## src/rtl/note_tone_player_pkg.sv

```systemverilog
// Shared definitions for the song-memory note interface.
// Imported by the note player and the song memory.
package note_tone_player_pkg;

  localparam int NOTE_W_DEF = 20;
  localparam int DUR_W      = 2;
  localparam int END_CODE   = 0;

  typedef enum logic [2:0] {
    ST_IDLE = 3'd0,
    ST_REQ  = 3'd1,
    ST_WAIT = 3'd2,
    ST_PLAY = 3'd3,
    ST_GAP  = 3'd4
  } state_e;

endpackage

```

## src/rtl/note_tone_player_tone_divider.sv

```systemverilog
// Square-wave generator: toggles sq every half_period clocks
// while enabled; clr restarts the wave low with a fresh count.
module tone_divider #(
  parameter int NOTE_W = 20
) (
  input  logic              clk,
  input  logic              rst_n,
  input  logic              clr,
  input  logic              en,
  input  logic [NOTE_W-1:0] half_period,
  output logic              sq
);

  logic [NOTE_W-1:0] cnt_q, cnt_d;
  logic              sq_q, sq_d;

  always_comb begin
    cnt_d = cnt_q;
    sq_d  = sq_q;
    if (clr) begin
      cnt_d = '0;
      sq_d  = 1'b0;
    end else if (en) begin
      if (cnt_q == half_period - NOTE_W'(1)) begin
        cnt_d = '0;
        sq_d  = ~sq_q;
      end else begin
        cnt_d = cnt_q + NOTE_W'(1);
      end
    end
  end

  always_ff @(posedge clk or negedge rst_n) begin
    if (!rst_n) begin
      cnt_q <= '0;
      sq_q  <= 1'b0;
    end else begin
      cnt_q <= cnt_d;
      sq_q  <= sq_d;
    end
  end

  assign sq = sq_q;

endmodule

```

## src/rtl/note_tone_player.sv

```systemverilog
// Song player: requests notes, latches half-period/duration,
// plays each note for its beats, then a silent gap.
module note_tone_player
  import note_tone_player_pkg::*;
#(
  parameter int NOTE_W      = NOTE_W_DEF,
  parameter int BEAT_CYCLES = 25_000_000,
  parameter int GAP_CYCLES  = 1_000_000,
  parameter int LATCH_DLY   = 2
) (
  input  logic              clk,
  input  logic              rst_n,
  input  logic              start,
  input  logic              stop,
  input  logic [NOTE_W-1:0] note,
  input  logic [DUR_W-1:0]  duration,
  output logic              note_req,
  output logic              audio_out,
  output logic              playing,
  output logic              song_end
);

  localparam int BW      = $clog2(4 * BEAT_CYCLES);
  localparam int AUX_MAX = (GAP_CYCLES > LATCH_DLY) ?
                           GAP_CYCLES : LATCH_DLY;
  localparam int AW      = $clog2(AUX_MAX + 1);

  state_e            state_q, state_d;
  logic [BW-1:0]     beat_cnt_q, beat_cnt_d;
  logic [AW-1:0]     aux_cnt_q, aux_cnt_d;
  logic [NOTE_W-1:0] note_q, note_d;
  logic [DUR_W-1:0]  dur_q, dur_d;
  logic              song_end_q, song_end_d;
  logic [BW-1:0]     beat_lim;
  logic              wait_done, gap_done, beat_done;
  logic              sq;

  always_comb begin
    state_d    = state_q;
    beat_cnt_d = '0;
    aux_cnt_d  = '0;
    note_d     = note_q;
    dur_d      = dur_q;
    song_end_d = 1'b0;
    beat_lim   = BW'((32'(dur_q) + 32'd1)
               * 32'(BEAT_CYCLES) - 32'd1);
    wait_done  = aux_cnt_q == AW'(LATCH_DLY - 1);
    gap_done   = aux_cnt_q == AW'(GAP_CYCLES - 1);
    beat_done  = beat_cnt_q == beat_lim;
    // stop beats start; both beat anything the FSM wanted
    if (stop) begin
      state_d = ST_IDLE;
    end else if (start) begin
      state_d = ST_REQ;
    end else begin
      unique case (state_q)
        ST_IDLE: state_d = ST_IDLE;
        ST_REQ:  state_d = ST_WAIT;
        ST_WAIT: begin
          if (wait_done) begin
            note_d = note;
            dur_d  = duration;
            if (note == NOTE_W'(END_CODE)) begin
              song_end_d = 1'b1;
              state_d    = ST_IDLE;
            end else begin
              state_d = ST_PLAY;
            end
          end else begin
            aux_cnt_d = aux_cnt_q + AW'(1);
          end
        end
        ST_PLAY: begin
          if (beat_done) state_d = ST_GAP;
          else beat_cnt_d = beat_cnt_q + BW'(1);
        end
        ST_GAP: begin
          if (gap_done) state_d = ST_REQ;
          else aux_cnt_d = aux_cnt_q + AW'(1);
        end
        default: state_d = ST_IDLE;
      endcase
    end
  end

  always_ff @(posedge clk or negedge rst_n) begin
    if (!rst_n) begin
      state_q    <= ST_IDLE;
      beat_cnt_q <= '0;
      aux_cnt_q  <= '0;
      note_q     <= '0;
      dur_q      <= '0;
      song_end_q <= 1'b0;
    end else begin
      state_q    <= state_d;
      beat_cnt_q <= beat_cnt_d;
      aux_cnt_q  <= aux_cnt_d;
      note_q     <= note_d;
      dur_q      <= dur_d;
      song_end_q <= song_end_d;
    end
  end

  tone_divider #(
    .NOTE_W(NOTE_W)
  ) u_tone (
    .clk        (clk),
    .rst_n      (rst_n),
    .clr        (state_q != ST_PLAY),
    .en         (state_q == ST_PLAY),
    .half_period(note_q),
    .sq         (sq)
  );

  assign note_req  = state_q == ST_REQ;
  assign playing   = state_q != ST_IDLE;
  assign song_end  = song_end_q;
  assign audio_out = sq & (state_q == ST_PLAY);

endmodule

```

## config.mk

```make
export PLATFORM = sky130hd
export DESIGN_NAME = note_tone_player
export DESIGN_NICKNAME = d
export VERILOG_FILES = /design/src/rtl/note_tone_player_pkg.sv /design/src/rtl/note_tone_player_tone_divider.sv /design/src/rtl/note_tone_player.sv
export SDC_FILE = /design/constraint.sdc
export NUM_CORES = 1
export LEC_CHECK = 0
export BUFFER_PORTS_ARGS = -buffer_cell sky130_fd_sc_hd__buf_2
export CORE_MARGIN = 4
export CORE_UTILIZATION = 30
export CTS_BUF_LIST = sky130_fd_sc_hd__clkbuf_2
export DETAILED_ROUTE_END_ITERATION = 10
export PLACE_DENSITY = 0.46
export SLEW_MARGIN = 10
export SYNTH_ARGS = -nofsm -noshare
export SYNTH_HDL_FRONTEND = slang
export SYNTH_HIERARCHICAL = 1
export SYNTH_SLANG_ARGS = --single-unit
export TNS_END_PERCENT = 1
```

## constraint.sdc

```tcl
create_clock -name clk -period 4.6 [get_ports clk]
set_clock_uncertainty 0.15 [all_clocks]
set_input_delay 0.46 -clock clk [delete_from_list [all_inputs] [get_ports clk]]
set_output_delay 0.46 -clock clk [all_outputs]
set_load 0.02 [all_outputs]
```

==> flow_summary.json <==
{
  "outcome": "completed",
  "fp.coreArea_um2": 19600,
  "crit_required_ns": 4.96,
  "fin_nets": 733,
  "grt_overflow": 0,
  "max_cap_violations": 0,
  "dr.pass1.iters": 4,
  "nFillCells": 2018,
  "clock-sinks": 94,
  "synth_fp_nets": 689,
  "wl_per_cell_um": 15.8,
  "cts_buffers": 9,
  "seq_area_frac_synth_pct": 39.0,
  "tns_ns": 0,
  "cts_buffer_depth": 2,
  "start_kind": "flip-flop",
  "synth_fa_ha_area_share_pct": 3.32,
  "die-width_um": 150,
  "power_density_nw_per_um2": 400,
  "rsz0062_at_grt": "no",
  "synth_compound_area_share_pct": 8.03,
  "critical_path_class": "reg2reg",
  "clk_latency_ns": 0.64,
  "ys_types": 73,
  "yosysTopAreaCell": "dfrtp_1",
  "ys_async_sr_fraction_pct": 100,
  "syn_to_final_growth_pct": 11.6,
  "pwr-share-comb_pct": 48.0,
  "worst_pin_slew_ns": 0.801,
  "place_inst": 922,
  "hold_ws_ns": 0.152,
  "relSlewSlack_pct": 46.6,
  "ys.flop_type": "dfrtp_1",
  "grt_pass1_wl_um": 25400,
  "cts_tree": "built",
  "via_per_inst": 5.11,
  "drv_slew": 0,
  "p_leak_nw": 2.86,
  "synth_area_um2": 6030,
  "dieHeight_um": 150,
  "grt_pass1_vias": 4934,
  "rows": 51,
  "dieArea_um2": 22400,
  "fmax_mhz": 236,
  "pin_count": 30,
  "crit_arrival_ns": 4.61,
  "port-buffer-count": 29,
  "worst-path-max-fanout": 23,
  "root_buffer": "clkbuf_2",
  "pwr-share-seq_pct": 36.7,
  "peakVddDrop_mv": 0.149,
  "antenna_found_initial": 1,
  "synth_top_area_share_pct": 39.0,
  "stdcell_count": 961,
  "finalCritPeriodShare_pct": 92.3,
  "synth_top_family_by_area": "simple AND/OR/NAND/NOR gates",
  "swShare_pct": 41.6,
  "synthMuxAreaShare_pct": 4.15,
  "htreeDepth": 3,
  "detail-route-antenna-nets": 0,
  "wirelength_um": 15200,
  "timing.final.crit_period_ns": 4.25,
  "vias": 4906,
  "grt_util_all_layers_pct": 14.2,
  "p_int_w": 0.00157,
  "place.gp.congestion": 0.805,
  "dp_hpwl_um": 10900,
  "setup_viol": 0,
  "p_sw_w": 0.00112,
  "grt_start_max_net_pins": 61,
  "syn-instance-count": 647,
  "min_path_type": "in2reg",
  "synth_edf_count": 0,
  "drive_gt1_share_pct": 14.1,
  "hold_violations": 0,
  "synth-xor-area-share_pct": 14.0,
  "ys_warn_count": 6,
  "synthSimpleGateAreaFrac_pct": 27.3,
  "clkTransAtPathRegs_ns": 0.30,
  "drtIter0Drc": 226,
  "drcViolationCount": 0,
  "start_util_pct": 30.8,
  "p_clk_share_pct": 15.3,
  "avgSynthCellArea_um2": 9.32,
  "post-cts-setup-buffers": 0,
  "synth_area_leaders": "dfrtp_1 (39%), xnor2_1 (7.0%), xor2_1 (6.7%)",
  "end_kind": "flip-flop",
  "ys_seq_elements": 94
}
==> worst max-delay path, cell delays in order, from the launching register on <==
cell and delay (ns):
dfrtp_1 0.60, inv_1 0.18, ha_1 0.31, inv_1 0.12
ha_1 0.42, ha_1 0.37, xor2_1 0.18, xnor2_1 0.14
nand4_1 0.08, or4_1 0.56, a2111o_2 0.71, and3_2 0.28
==> per-stage QoR <==
step	instance area, um2	total power (W)	util, %	worst slack [ns]
2_1_floorplan	6030	0.00203	-	1.10
3_5_place_dp	6400	0.00227	32.7	0.510
3_3_place_gp	6400	0.00226	32.7	0.578
5_1_grt	6730	0.00292	34.4	0.169
6_report	6730	0.00269	34.4	0.354
4_1_cts	6730	0.00272	34.4	0.403
==> power by group through the flow <==
stage	clock, W	combinational [W]	sequential [W]
6_report	0.000413	0.00129	0.000988
5_1_grt	0.000473	0.00144	0.00101
4_1_cts	0.000440	0.00130	0.000988
3_5_place_dp	0	0.00127	0.00100
3_3_place_gp	0	0.00126	0.00100
2_1_floorplan	0	0.00108	0.000955
==> cell usage in the layout (no fill, tap or decap), types with 8 or more instances in the layout <==
cell type      netlist  layout
dfrtp_1             94      94
nor2_1              76      76
nand3_1             50      50
xnor2_1             48      48
xor2_1              46      46
nand2_1             38      38
nor3_1              33      33
buf_2                3      28
dlygate4sd3_1        0      23
inv_1               22      22
mux2_2              20      20
nand4_1             17      17
ha_1                16      16
nor4_1              17      15
and3_1              13      13
o21ai_0             11      11
clkbuf_2             1      10
a21oi_1              9       9
nand2b_1             9       9
nor2b_1              8       8
==> sequential cells by signal, indices dropped and copies added, names as in the netlist <==
| register | cells |
|---|---|
| state_q | 3 |
| u_tone/cnt_q | 20 |
| aux_cnt_q | 20 |
| u_tone/sq | 1 |
| dur_q | 2 |
| beat_cnt_q | 27 |
| note_q | 20 |
| song_end | 1 |
==> routing by layer <==
| metal | global-route usage [%] | routed length, um | part of all wire (%) |
|---|---|---|---|
| met1 | 20.1 | 7610 | 50 |
| met2 | 21.7 | 6720 | 44 |
| met3 | 2.33 | 539 | 3.6 |
| met4 | 5.26 | 291 | 1.9 |
| met5 | 0 | 0 | 0 |
==> cell type report <==
type / instances / area (um2) / area share (%)
clock buffer: 10 / 50.0 / 0.743
sequential: 94 / 2350 / 34.9
antenna: 1 / 2.50 / 0.0372
timing repair buffer: 58 / 423 / 6.28
inverter: 22 / 82.6 / 1.23
multi-input combinational: 506 / 3440 / 51.1
clock inverter: 5 / 51.3 / 0.762
tap: 265 / 332 / 4.92
==> logic make-up after synthesis <==
kind of cell | after synthesis
and+or+nand+nor | 308
xor gates and xnor gates | 95
DFF | 94
AOI/OAI and AO/OA | 65
buffers and inverters | 47
muxes | 22
adders and majority gates | 16
==> Yosys cell counts (4+ instances only) <==
master and n:
nor3_1 33, mux2_2 20, nand2b_1 9, xor2_1 46
o211ai_1 5, nand4_1 17, nor2b_1 8, or4_1 4
nand2_1 38, and4_1 4, dfrtp_1 94, clkbuf_1 11
ha_1 16, a21oi_1 9, and3_1 13, buf_6 5
xnor2_1 48, nor2_1 76, nor4_1 17, or3_1 5
and3_2 4, inv_1 22, o21ai_0 11, nand3_1 50
==> path summary, 6_finish.rpt <==
path | end | from | cells after the start | slack, ns
max | beat_cnt_q[20]$_DFF_PN0_ | dur_q[0]$_DFFE_PN0P_ | 11 | 0.35
min in group asynchronous | beat_cnt_q[22]$_DFF_PN0_ | rst_n | 2 | 0.23
min | state_q[0]$_DFFE_PN0P_ | start | 4 | 0.15
max in group asynchronous | u_tone/cnt_q[19]$_DFFE_PN0P_ | rst_n | 3 | 3.02
min reg2reg | aux_cnt_q[0]$_DFF_PN0_ | aux_cnt_q[0]$_DFF_PN0_ | 1 | 0.41
max reg2reg | beat_cnt_q[20]$_DFF_PN0_ | dur_q[0]$_DFFE_PN0P_ | 11 | 0.35
==> what timing repair did <==
item / 4_1_cts / 5_1_grt
resized for setup: 0 / 0
endpoints found under the hold margin: 82 / 0
hold buffers: 23 / 0
No activity file was read; power rests on OpenSTA's default activity.
